File: src/rtl/tx_source_pkg.sv
// tx_source_pkg: shared state encodings, word field positions and error width
// for the upstream transmitter that feeds the two-VC switch fabric.
`default_nettype none

package tx_source_pkg;

    typedef enum logic [2:0] {
        ST_RESET     = 3'd0,
        ST_INIT      = 3'd1,
        ST_WAIT_IDLE = 3'd2,
        ST_SEND      = 3'd3,
        ST_HOLD      = 3'd4,
        ST_ERROR     = 3'd5
    } tx_state_e;

    localparam int WORD_W      = 6;
    localparam int VC_BIT      = 5;
    localparam int DEST_BIT    = 4;
    localparam int PAYLOAD_MSB = 3;
    localparam int ERR_W       = 5;

    function automatic logic word_vc(input logic [WORD_W-1:0] w);
        return w[VC_BIT];
    endfunction

    function automatic logic word_dest(input logic [WORD_W-1:0] w);
        return w[DEST_BIT];
    endfunction

    function automatic logic [PAYLOAD_MSB:0] word_payload(input logic [WORD_W-1:0] w);
        return w[PAYLOAD_MSB:0];
    endfunction

endpackage

`default_nettype wire

File: src/rtl/tx_skid_fifo.sv
// tx_skid_fifo: synchronous DEPTH x 6 host-side buffer with push, pop, flush
// and occupancy count; head is presented combinationally from the read pointer.
`default_nettype none

module tx_skid_fifo
    import tx_source_pkg::*;
#(
    parameter int DEPTH = 4
) (
    input  logic                    clk,
    input  logic                    reset_L,
    input  logic                    push,
    input  logic                    pop,
    input  logic                    flush,
    input  logic [WORD_W-1:0]       din,
    output logic [WORD_W-1:0]       head,
    output logic [$clog2(DEPTH):0]  count
);

    localparam int PW = $clog2(DEPTH);

    logic [WORD_W-1:0] mem [DEPTH];
    logic [PW-1:0]     rd_ptr;
    logic [PW-1:0]     wr_ptr;

    // Storage carries no reset; only pointers and count define validity.
    always_ff @(posedge clk) begin
        if (push && !flush) begin
            mem[wr_ptr] <= din;
        end
    end

    always_ff @(posedge clk or negedge reset_L) begin
        if (!reset_L) begin
            rd_ptr <= '0;
            wr_ptr <= '0;
            count  <= '0;
        end else if (flush) begin
            rd_ptr <= '0;
            wr_ptr <= '0;
            count  <= '0;
        end else begin
            if (push) wr_ptr <= wr_ptr + 1'b1;
            if (pop)  rd_ptr <= rd_ptr + 1'b1;
            case ({push, pop})
                2'b10:   count <= count + 1'b1;
                2'b01:   count <= count - 1'b1;
                default: count <= count;
            endcase
        end
    end

    assign head = mem[rd_ptr];

endmodule

`default_nettype wire

File: src/rtl/tx_source.sv
// tx_source: init/threshold programming sequencer and paced word pusher into the
// switch main FIFO. Optional per-VC push counters are enabled by TX_STATS_EN.
`default_nettype none

module tx_source
    import tx_source_pkg::*;
#(
    parameter int         BUF_DEPTH   = 4,
    parameter int         INIT_CYCLES = 2,
    parameter logic [1:0] AF_MF_CFG   = 2'd2,
    parameter logic [1:0] AE_MF_CFG   = 2'd1,
    parameter logic [3:0] AF_VC_CFG   = 4'd12,
    parameter logic [3:0] AE_VC_CFG   = 4'd2,
    parameter logic [1:0] AF_D_CFG    = 2'd3,
    parameter logic [1:0] AE_D_CFG    = 2'd1
) (
    input  logic              clk,
    input  logic              reset_L,
    input  logic              start,
    input  logic [WORD_W-1:0] host_data,
    input  logic              host_valid,
    output logic              host_ready,
    input  logic              pause,
    input  logic              idle,
    input  logic [ERR_W-1:0]  error,
    output logic              init,
    output logic [1:0]        afMF,
    output logic [1:0]        aeMF,
    output logic [3:0]        afVC,
    output logic [3:0]        aeVC,
    output logic [1:0]        afDF,
    output logic [1:0]        aeDF,
    output logic [WORD_W-1:0] data_in,
    output logic              push_main,
    output logic [2:0]        tx_state,
    output logic              tx_error
`ifdef TX_STATS_EN
    ,
    output logic [7:0]        words_vc0,
    output logic [7:0]        words_vc1
`endif
);

    localparam int CNT_W = $clog2(BUF_DEPTH) + 1;
    localparam int ICW   = (INIT_CYCLES > 1) ? $clog2(INIT_CYCLES) : 1;
    localparam logic [CNT_W-1:0] FULL_CNT  = CNT_W'(BUF_DEPTH);
    localparam logic [ICW-1:0]   INIT_LAST = ICW'(INIT_CYCLES - 1);

    tx_state_e         state, state_nx;
    logic [ICW-1:0]    init_cnt, init_cnt_nx;
    logic              init_nx, push_nx, err_nx;
    logic [WORD_W-1:0] data_nx, head;
    logic [CNT_W-1:0]  count;
    logic              pop, flush, enter_init, host_push, err_any, can_fault;

    assign err_any    = |error;
    assign host_ready = (count < FULL_CNT) && (state != ST_RESET) && (state != ST_ERROR);
    assign host_push  = host_valid && host_ready;
    assign can_fault  = (state == ST_INIT) || (state == ST_WAIT_IDLE) ||
                        (state == ST_SEND) || (state == ST_HOLD);
    assign tx_state   = state;

    tx_skid_fifo #(.DEPTH(BUF_DEPTH)) u_buf (
        .clk     (clk),
        .reset_L (reset_L),
        .push    (host_push),
        .pop     (pop),
        .flush   (flush),
        .din     (host_data),
        .head    (head),
        .count   (count)
    );

    always_ff @(posedge clk or negedge reset_L) begin
        if (!reset_L) state <= ST_RESET;
        else          state <= state_nx;
    end

    always_comb begin
        state_nx    = state;
        init_cnt_nx = init_cnt;
        init_nx     = 1'b0;
        push_nx     = 1'b0;
        data_nx     = data_in;
        err_nx      = tx_error;
        pop         = 1'b0;
        flush       = 1'b0;
        enter_init  = 1'b0;
        case (state)
            ST_RESET:     if (start) enter_init = 1'b1;
            ST_INIT: begin
                if (init_cnt == INIT_LAST) begin
                    state_nx = ST_WAIT_IDLE;
                end else begin
                    init_nx     = 1'b1;
                    init_cnt_nx = init_cnt + 1'b1;
                end
            end
            ST_WAIT_IDLE: if (idle) state_nx = ST_SEND;
            ST_SEND: begin
                if (pause) begin
                    state_nx = ST_HOLD;
                end else if (count != '0) begin
                    pop     = 1'b1;
                    push_nx = 1'b1;
                    data_nx = head;
                end
            end
            ST_HOLD:      if (!pause) state_nx = ST_SEND;
            ST_ERROR:     if (start && !err_any) enter_init = 1'b1;
            default:      state_nx = ST_RESET;
        endcase
        if (enter_init) begin
            state_nx    = ST_INIT;
            init_nx     = 1'b1;
            init_cnt_nx = '0;
        end
        // A switch error overrides everything, including a pop already chosen.
        if (err_any && can_fault) begin
            state_nx = ST_ERROR;
            flush    = 1'b1;
            pop      = 1'b0;
            push_nx  = 1'b0;
            data_nx  = data_in;
            init_nx  = 1'b0;
            err_nx   = 1'b1;
        end
    end

    always_ff @(posedge clk or negedge reset_L) begin
        if (!reset_L) begin
            init_cnt  <= '0;
            init      <= 1'b0;
            push_main <= 1'b0;
            data_in   <= '0;
            tx_error  <= 1'b0;
            afMF      <= '0;
            aeMF      <= '0;
            afVC      <= '0;
            aeVC      <= '0;
            afDF      <= '0;
            aeDF      <= '0;
        end else begin
            init_cnt  <= init_cnt_nx;
            init      <= init_nx;
            push_main <= push_nx;
            data_in   <= data_nx;
            tx_error  <= err_nx;
            if (enter_init) begin
                afMF <= AF_MF_CFG;
                aeMF <= AE_MF_CFG;
                afVC <= AF_VC_CFG;
                aeVC <= AE_VC_CFG;
                afDF <= AF_D_CFG;
                aeDF <= AE_D_CFG;
            end
        end
    end

`ifdef TX_STATS_EN
    always_ff @(posedge clk or negedge reset_L) begin
        if (!reset_L) begin
            words_vc0 <= '0;
            words_vc1 <= '0;
        end else if (enter_init) begin
            words_vc0 <= '0;
            words_vc1 <= '0;
        end else if (push_nx) begin
            if (word_vc(head)) begin
                if (words_vc1 != 8'hFF) words_vc1 <= words_vc1 + 1'b1;
            end else begin
                if (words_vc0 != 8'hFF) words_vc0 <= words_vc0 + 1'b1;
            end
        end
    end
`endif

endmodule

`default_nettype wire

File: config.mk
export PLATFORM = sky130hd
export DESIGN_NAME = tx_source
export DESIGN_NICKNAME = d
export VERILOG_FILES = /design/src/rtl/tx_source_pkg.sv /design/src/rtl/tx_skid_fifo.sv /design/src/rtl/tx_source.sv
export SDC_FILE = /design/constraint.sdc
export NUM_CORES = 1
export LEC_CHECK = 0
export BUFFER_PORTS_ARGS = -buffer_cell sky130_fd_sc_hd__buf_2
export CORE_ASPECT_RATIO = 1.1
export CORE_MARGIN = 8
export CORE_UTILIZATION = 54
export DETAILED_ROUTE_END_ITERATION = 8
export HOLD_SLACK_MARGIN = 0.02
export PLACE_DENSITY = 0.79
export SYNTH_ARGS = -nofsm -noshare
export SYNTH_HDL_FRONTEND = slang
export SYNTH_HIERARCHICAL = 1
export SYNTH_SLANG_ARGS = --single-unit
export TNS_END_PERCENT = 100
File: constraint.sdc
create_clock -name clk -period 2.9 [get_ports clk]
set_input_delay 0 -clock clk [delete_from_list [all_inputs] [get_ports clk]]
set_output_delay 0 -clock clk [all_outputs]
set_load 0.02 [all_outputs]
==> flow_summary.json <==
{
  "crit_arrival_ns": 2.53,
  "fin_crit_sh_pct": 81.5,
  "power.leakage_nw": 1.07,
  "syn2layout_area_growth_pct": 13.4,
  "hold_violations": 0,
  "place.gp.congestion": 0.858,
  "crit_fanout": 18,
  "yosys_warnings": 6,
  "stdcell_count": 262,
  "startpoint_type": "flop",
  "drc": 0,
  "syn_avg_cell_area_um2": 13.1,
  "synth_area_um2": 2240,
  "end_kind": "flop",
  "ant_nets": 0,
  "cts_root_buf": "clkbuf_8",
  "slew_viol_final": 0,
  "fin_skew_ns": 0.0113,
  "final_common_cell": "buf_2",
  "cts_setup_buffers": 0,
  "tns_ns": 0,
  "fmax_mhz": 423,
  "ios": 46,
  "grt_pass1_wl_mm": 6.87,
  "maxCapViolations": 0,
  "synth_top_area_share_pct": 32.2,
  "status": "completed",
  "synth-seq-cells": 45,
  "nets": 231,
  "cts_tree": "yes",
  "numCtsBuffers": 5,
  "cts_max_level": 2,
  "clk_path_buf_depth": 2,
  "post_drt_wl_per_cell_um": 16.0,
  "coreArea_um2": 3960,
  "initial_utilization_pct": 56.4,
  "fp.dieH_um": 83.5,
  "viasPerCell": 5.29,
  "clk_pin_slew_worst_paths_ns": 0.09,
  "final-setup-viol-count": 0,
  "synth_cell_type_count": 46,
  "synth_edf_count": 24,
  "first_pass_iters": 4,
  "async_reset_ff_share_pct": 46.7,
  "n_fill_cell": 310,
  "critical_path_class": "flop to flop",
  "min_path_type": "primary input to flop",
  "routed_wl_mm": 4.19,
  "synth-seq-area-share_pct": 55.7,
  "synth_flop_cell": "edfxtp_1",
  "clock_sinks": 45,
  "grt_overflow": 0,
  "grt_pass1_vias": 1383,
  "io_buffers": 37,
  "antenna_found_initial": 0,
  "placed_cells": 246,
  "drtIter0Drc": 137,
  "final_cell_mix": "buf_2, edfxtp_1, dfrtp_1, nor2_1",
  "fp.dieW_um": 77.4,
  "ir_drop_uv": 330,
  "grt_max_degree": 22,
  "num_rows": 24,
  "min_period_ns": 2.36,
  "cp.required_ns": 3.07,
  "grt_util_all_layers_pct": 13.4,
  "tightest_slew_ns": 0.553,
  "synth_cells": 171,
  "yosys.area.top_type": "edfxtp_1",
  "num_antenna_cells": 0,
  "drive_gt1_share_pct": 32.9,
  "vias": 1387,
  "dieArea_um2": 6460,
  "dp_hpwl_mm": 3.14,
  "clkLatencyLatePin_ns": 0.30,
  "relSlewSlack_pct": 63.2,
  "synthTopCellsByArea": "edfxtp_1, dfrtp_1, mux4_2",
  "power_density_nw_per_um2": 735,
  "rsz0062_at_grt": "false"
}
state kept, by name (all words and copies together), names as in the netlist:
name	count
init	1
u_buf/count	3
tx_state	3
init_cnt	1
u_buf/mem	24
afDF	1
u_buf/rd_ptr	2
tx_error	1
push_main	1
data_in	6
u_buf/wr_ptr	2
area by class of cell:
cell class                      count  area [um2]  share of cell area (%)
Clock inverter                      3        22.5                   0.888
Sequential cell                    45        1250                    49.1
Timing Repair Buffer               47         280                    11.1
Multi-Input combinational cell    105         835                    32.9
Clock buffer                        5        68.8                    2.71
Tap cell                           52        65.1                    2.57
Inverter                            5        18.8                   0.740
cell families (layout without fill, tap and decap cells):
| kind of cell | count (synthesis) | in the layout | synth area share [%] |
|---|---|---|---|
| flops | 45 | 45 | 55.7 |
| xor+xnor | 7 | 7 | 3.08 |
| buf+inv | 28 | 60 | 8.11 |
| compound gates | 22 | 22 | 6.60 |
| other cells | 1 | 8 | 0.168 |
| simple gates | 48 | 48 | 12.7 |
| mux | 15 | 15 | 10.5 |
| fa+ha+maj | 5 | 5 | 3.13 |
repair_timing:
item	CTS	global route
hold endpoints to repair	47	0
endpoints found under the setup margin	0	0
hold buffers	8	0
gates resized for setup	0	0
power breakdown:
part | internal (mW) | switching (mW)
registers | 0.759 | 0.104
logic | 0.260 | 0.356
clock network | 0.171 | 0.214
total | 1.19 | 0.674
cells in the mapped netlist, drive strengths merged (5+ instances only):
cell type / instances
and2: 8
buf: 20
dfrtp: 21
edfxtp: 24
inv: 5
mux2: 7
mux4: 6
nand2: 8
nor2: 15
o21ai: 6
stage by stage:
step | cell area [um2] | hold slack [ns] | utilization (%) | power [mW] | setup WS [ns]
2_1_floorplan | 2260 | -0.296 | - | 1.37 | 0.105
3_3_place_gp | 2360 | -0.0100 | 59.7 | 1.46 | 0.676
3_5_place_dp | 2360 | -0.00438 | 59.7 | 1.48 | 0.577
4_1_cts | 2540 | 0.0881 | 64.0 | 1.89 | 0.548
5_1_grt | 2540 | 0.122 | 64.0 | 1.98 | 0.321
6_report | 2540 | 0.0981 | 64.0 | 1.86 | 0.536
metal layers:
metal	global-route usage (%)	vias to the layer above	routed length [um]
li1	-	658	-
met3	5.60	2	386
met1	16.6	668	1750
met4	5.50	0	31
met5	0	-	0
met2	20.1	59	2020
worst max-delay path, stage by stage, from the launching register on:
cell,delay [ns]
dfrtp_1,0.70
xor2_1,0.25
nor2_1,0.06
nor2_1,0.11
and2_1,0.16
nor2b_1,0.06
fa_1,0.41
and3b_1,0.21
nor3_1,0.21
nor3b_2,0.07
final timing paths:
path | start | cells after the start | end | slack, ns
setup / recovery | tx_state[0] | 9 | u_buf/count[2] | 0.54
hold / removal | error[2] | 4 | tx_state[1] | 0.1
setup reg to reg | tx_state[0] | 9 | u_buf/count[2] | 0.54
hold reg to reg | tx_error | 1 | tx_error | 0.47
max in group asynchronous | reset_L | 2 | data_in[1] | 2.36
min in group asynchronous | reset_L | 2 | data_in[2] | 0.19
Power figures use the tool's default switching activity.
